## src/rtl/pipeline_ctrl.sv

```systemverilog
// Stall/flush controller for the 5-stage LC-3b pipeline.
// Drives latch load enables, bubble controls and two perf counters.
module pipeline_ctrl #(
    parameter int CNT_WIDTH = 16
) (
    input  logic                 clk,
    input  logic                 reset,
    input  logic                 stall_load,
    input  logic                 imem_read,
    input  logic                 imem_resp,
    input  logic                 dmem_read,
    input  logic                 dmem_write,
    input  logic                 dmem_resp,
    input  logic                 br_taken,
    output logic                 load_pc,
    output logic                 load_if_id,
    output logic                 load_id_ex,
    output logic                 load_ex_mem,
    output logic                 load_mem_wb,
    output logic                 flush_if_id,
    output logic                 flush_id_ex,
    output logic                 flush_ex_mem,
    output logic [CNT_WIDTH-1:0] stall_count,
    output logic [CNT_WIDTH-1:0] flush_count
);

    typedef enum logic {
        RUN,
        DISCARD
    } state_t;

    state_t state, state_n;
    logic   dmem_busy;
    logic   imem_busy;
    logic   redirect;
    logic   bubble;

    assign dmem_busy = (dmem_read | dmem_write) & ~dmem_resp;
    assign imem_busy = imem_read & ~imem_resp;

    always_comb begin
        state_n      = state;
        load_pc      = 1'b1;
        load_if_id   = 1'b1;
        load_id_ex   = 1'b1;
        load_ex_mem  = 1'b1;
        load_mem_wb  = 1'b1;
        flush_if_id  = 1'b0;
        flush_id_ex  = 1'b0;
        flush_ex_mem = 1'b0;
        redirect     = 1'b0;
        if (reset) begin
            state_n      = RUN;
            load_pc      = 1'b0;
            load_if_id   = 1'b0;
            load_id_ex   = 1'b0;
            load_ex_mem  = 1'b0;
            load_mem_wb  = 1'b0;
            flush_if_id  = 1'b1;
            flush_id_ex  = 1'b1;
            flush_ex_mem = 1'b1;
        end else begin
            unique case (state)
                RUN: begin
                    if (dmem_busy) begin
                        load_pc     = 1'b0;
                        load_if_id  = 1'b0;
                        load_id_ex  = 1'b0;
                        load_ex_mem = 1'b0;
                        load_mem_wb = 1'b0;
                    end else if (br_taken) begin
                        flush_if_id  = 1'b1;
                        flush_id_ex  = 1'b1;
                        flush_ex_mem = 1'b1;
                        redirect     = 1'b1;
                        // An in-flight fetch is wrong-path; drop it when it lands
                        if (imem_busy)
                            state_n = DISCARD;
                    end else if (stall_load) begin
                        load_pc     = 1'b0;
                        load_if_id  = 1'b0;
                        flush_id_ex = 1'b1;
                    end else if (imem_busy) begin
                        load_pc     = 1'b0;
                        flush_if_id = 1'b1;
                    end
                end
                DISCARD: begin
                    load_pc     = 1'b0;
                    flush_if_id = 1'b1;
                    if (dmem_busy) begin
                        load_if_id  = 1'b0;
                        load_id_ex  = 1'b0;
                        load_ex_mem = 1'b0;
                        load_mem_wb = 1'b0;
                    end
                    if (imem_resp)
                        state_n = RUN;
                end
                default: state_n = RUN;
            endcase
        end
    end

    assign bubble = ~(load_pc & load_if_id & load_id_ex & load_ex_mem & load_mem_wb)
                  | (load_if_id & flush_if_id);

    always_ff @(posedge clk) begin
        if (reset)
            state <= RUN;
        else
            state <= state_n;
    end

    always_ff @(posedge clk) begin
        if (reset) begin
            stall_count <= '0;
            flush_count <= '0;
        end else begin
            if (bubble && !(&stall_count))
                stall_count <= stall_count + CNT_WIDTH'(1);
            if (redirect && !(&flush_count))
                flush_count <= flush_count + CNT_WIDTH'(1);
        end
    end

endmodule

```

## config.mk

```make
export PLATFORM = sky130hd
export DESIGN_NAME = pipeline_ctrl
export DESIGN_NICKNAME = d
export VERILOG_FILES = /design/src/rtl/pipeline_ctrl.sv
export SDC_FILE = /design/constraint.sdc
export NUM_CORES = 1
export LEC_CHECK = 0
export CAP_MARGIN = 15
export CORE_MARGIN = 5
export CORE_UTILIZATION = 48
export DETAILED_ROUTE_END_ITERATION = 6
export PLACE_DENSITY = 0.77
export SYNTH_ARGS = -nofsm -noshare
export SYNTH_HDL_FRONTEND = slang
export SYNTH_SLANG_ARGS = --single-unit
export TNS_END_PERCENT = 50
```

## constraint.sdc

```tcl
create_clock -name clk -period 2.12 [get_ports clk]
set_clock_uncertainty 0.05 [all_clocks]
set_input_delay 0.212 -clock clk [delete_from_list [all_inputs] [get_ports clk]]
set_output_delay 0.212 -clock clk [all_outputs]
set_load 0.05 [all_outputs]
```

==> flow_summary_export.csv <==
group,metric,value,unit
status,outcome,"finished clean",
clock_network,cts_tree,"done",
placement,dpl_worst_slack,-0.126,ns
setup_path,ff2ff_setup_slack,0.22,ns
setup_path,worst_r2r_endpoint,"stall_count[15]$_SDFFE_PP0P_",
hold_path,hp-class,"in -> reg",
global_route,grt_first_pass_wirelength,7510,um
synthesis,synthDominantCellAreaShare,37.3,%
synthesis,synth_edf_count,0,
floorplan,start_util,49.2,%
sta,setup_slack,0.191,ns
global_route,grt_pass1_vias,1649,
clock_network,clk_path_buf_depth,2,
global_route,antenna_found_initial,0,
placement,gp_congestion,0.858,
clock_network,cts.sinks,33,
setup_path,rr_startpoint,"stall_count[3]$_SDFFE_PP0P_",
setup_path,r2r_cells,5,
floorplan,core-area,0.00361,mm2
sta,period_needed,1.93,ns
power,p_clk_share,35.4,%
layout,drive_above_1_share,15.6,%
power,power_frac_seq,47.7,%
clock_network,htree_levels,2,
synthesis,synthFlopType,"dfxtp_1",
setup_path,worstSetupEndpoint,"flush_count[15]$_SDFFE_PP0P_",
layout,final-seq-area,661,um2
floorplan,row_count,22,
sta,timing.hold.ws,0.443,ns
floorplan,die-area,0.00501,mm2
synthesis,yosys.area.top_type,"dfxtp_1",
setup_path,worstPathMaxFanout,4,
setup_path,cp.arrival,2.10,ns
sta,fmax,0.519,GHz
synthesis,yosysMostFrequentCell,"dfxtp_1",
sta,slew_headroom,65.8,%
layout,antenna_cells,0,
job,cap_viol_max_count,0,
layout,nets,280,
setup_path,cp-start-kind,"primary input",
floorplan,die_w,70.8,um
synthesis,yosysSeqAreaShare,37.3,%
sta,hold_viol,0,
sta,tightest_slew,0.511,ns
setup_path,crit_type,"in -> reg",
routing,dr.pass1.iters,4,
power,p_switching,0.388,mW
clock_network,insertion_delay,0.29,ns
routing,vias,1821,
power,power_density,531,mW/mm2
routing,routedWlPerCell,13.6,um
layout,area_growth,42.4,%
sta,final_max_slew_viol_count,0,
routing,antenna_left,0,
synthesis,avgSynthCellArea,8.36,um2
setup_path,critPathMaxStageDelay,0.48,ns
layout,fillers,303,
synthesis,synth.area.top_cells,"dfxtp_1, a21oi_1, o31ai_1",
synthesis,synthDistinctLibCells,44,
global_route,grt_max_degree,31,
power,power_switching_share,29.0,%
synthesis,synthCells,212,
power,p_comb_share,16.9,%
clock_network,clkTransAtPathRegs,0.07,ns
clock_network,post_cts_resized,0,
setup_path,endpoint_kind,"flop",
setup_path,required,2.29,ns
clock_network,cts_made_buffers,5,
floorplan,io_pins,49,
layout,multiInputGateArea,0.00103,mm2
sta,grt_setup_unrepaired,"false",
sta,setup_tns,0,ns
routing,routed_via_density,5.73,
sta,setup_viol,0,
global_route,grt-ovfl-total,0,
sta,timing.final.crit_share,91.0,%
setup_path,slowest_stage,"clkdlybuf4s50_1",
routing,first_iter_violations,186,
power,vdd_drop_max,0.000322,V
routing,drt-total-wl,4330,um
clock_network,cts.hold.buffers_added,0,
routing,drc,0,
setup_path,cp-startpoint,"reset",
synthesis,synth_seq_cells,33,
power,leakage,0.854,nW
synthesis,synth_nets,223,
synthesis,syn_area,0.00177,mm2
synthesis,async_flop_share,0,%
setup_path,crit_chain,"clkdlybuf4s50_1 > or3b_4 > nor4_4 > o21ai_2 > or4_1 > a21oi_1",
power,p_int,0.952,mW
floorplan,die_h,70.8,um
placement,io_buffers,48,
setup_path,crit_family,"simple AND/OR/NAND/NOR gates",
setup_path,critPathBufInv,1,
clock_network,cts-root-buf,"clkbuf_8",
clock_network,cts_setup_buffers,0,
setup_path,crit_cells,6,
synthesis,yosys_warnings,0,
synthesis,synth_common_cells,"dfxtp_1, a21oi_1, nor2_1",
global_route,track_usage,17.9,%
placement,dp_hpwl,3180,um
-- state kept, by name, summed over array words and instances, names as in the netlist --
name	flops
stall_count	16
flush_count	16
state	1
-- how the worst min path moves through the flow --
| stage | from | endpoint | slack, ns | cells after the start |
|---|---|---|---|---|
| 2_1_floorplan | imem_resp | state$_SDFF_PP0_ | 0.24 | 1 |
| 3_3_place_gp | stall_count[9]$_SDFFE_PP0P_ | stall_count[9]$_SDFFE_PP0P_ | 0.43 | 2 |
| 3_5_place_dp | stall_count[14]$_SDFFE_PP0P_ | stall_count[14]$_SDFFE_PP0P_ | 0.44 | 2 |
| 4_1_cts | imem_resp | state$_SDFF_PP0_ | 0.44 | 2 |
| 5_1_grt | imem_resp | state$_SDFF_PP0_ | 0.45 | 2 |
| 6_report | imem_resp | state$_SDFF_PP0_ | 0.44 | 2 |
-- final cells by class --
cell class                      instances  share of cell area [%]
Clock inverter                          3                   0.694
Tap cell                               48                    2.38
Timing Repair Buffer                   63                    26.7
Clock buffer                            5                    2.73
Inverter                                5                   0.743
Sequential cell                        33                    26.2
Multi-Input combinational cell        161                    40.6
-- per-layer routing --
| metal | GRT usage (%) | up-vias | wire length (um) | part of all wire (%) |
|---|---|---|---|---|
| li1 | - | 919 | - | - |
| met1 | 23.0 | 841 | 1980 | 46 |
| met2 | 28.4 | 46 | 2040 | 47 |
| met3 | 4.40 | 15 | 204 | 4.7 |
| met4 | 7.72 | 0 | 105 | 2.4 |
| met5 | 0 | - | 0 | 0 |
-- placed cells by master, fill, tap and decap left out, types with 4 or more instances in the layout --
cell type and count:
inv_1 5, nand4_1 4, dfxtp_1 33, nand2_1 10, and4_1 4, nor2_1 19, clkdlybuf4s50_1 40, o21a_1 6
clkbuf_8 5, nor3_1 6, buf_4 15, o21ai_0 8, a21oi_1 19, o31ai_1 12, or4_1 12, buf_12 8
nand3_1 16
-- metrics by stage --
step	cell area, um2	std cells	utilization (%)	total power [mW]
3_5_place_dp	2440	310	67.6	0.882
4_1_cts	2520	318	70.0	1.35
6_report	2520	318	70.0	1.34
5_1_grt	2520	318	70.0	1.39
2_1_floorplan	1770	212	-	0.783
3_3_place_gp	2440	310	67.6	0.880
-- logic make-up (layout without fill, tap and decap cells) --
| family | Yosys count | after routing | share of synthesized area (%) |
|---|---|---|---|
| AOI/OAI and AO/OA | 62 | 62 | 23.1 |
| xor gates and xnor gates | 5 | 5 | 2.47 |
| and+or+nand+nor | 89 | 89 | 28.7 |
| buffers and inverters | 18 | 76 | 5.22 |
| DFF | 33 | 33 | 37.3 |
| muxes | 3 | 3 | 1.83 |
| adders and majority gates | 2 | 2 | 1.41 |
-- power by group through the flow --
stage               clock [mW]  combinational (mW)  sequential [mW]
floorplan                    0               0.102            0.681
global placement             0               0.226            0.654
detailed placement           0               0.228            0.654
CTS                      0.485               0.228            0.639
global route             0.508               0.239            0.642
finish                   0.474               0.227            0.640
No activity file was read; power rests on OpenSTA's default activity.
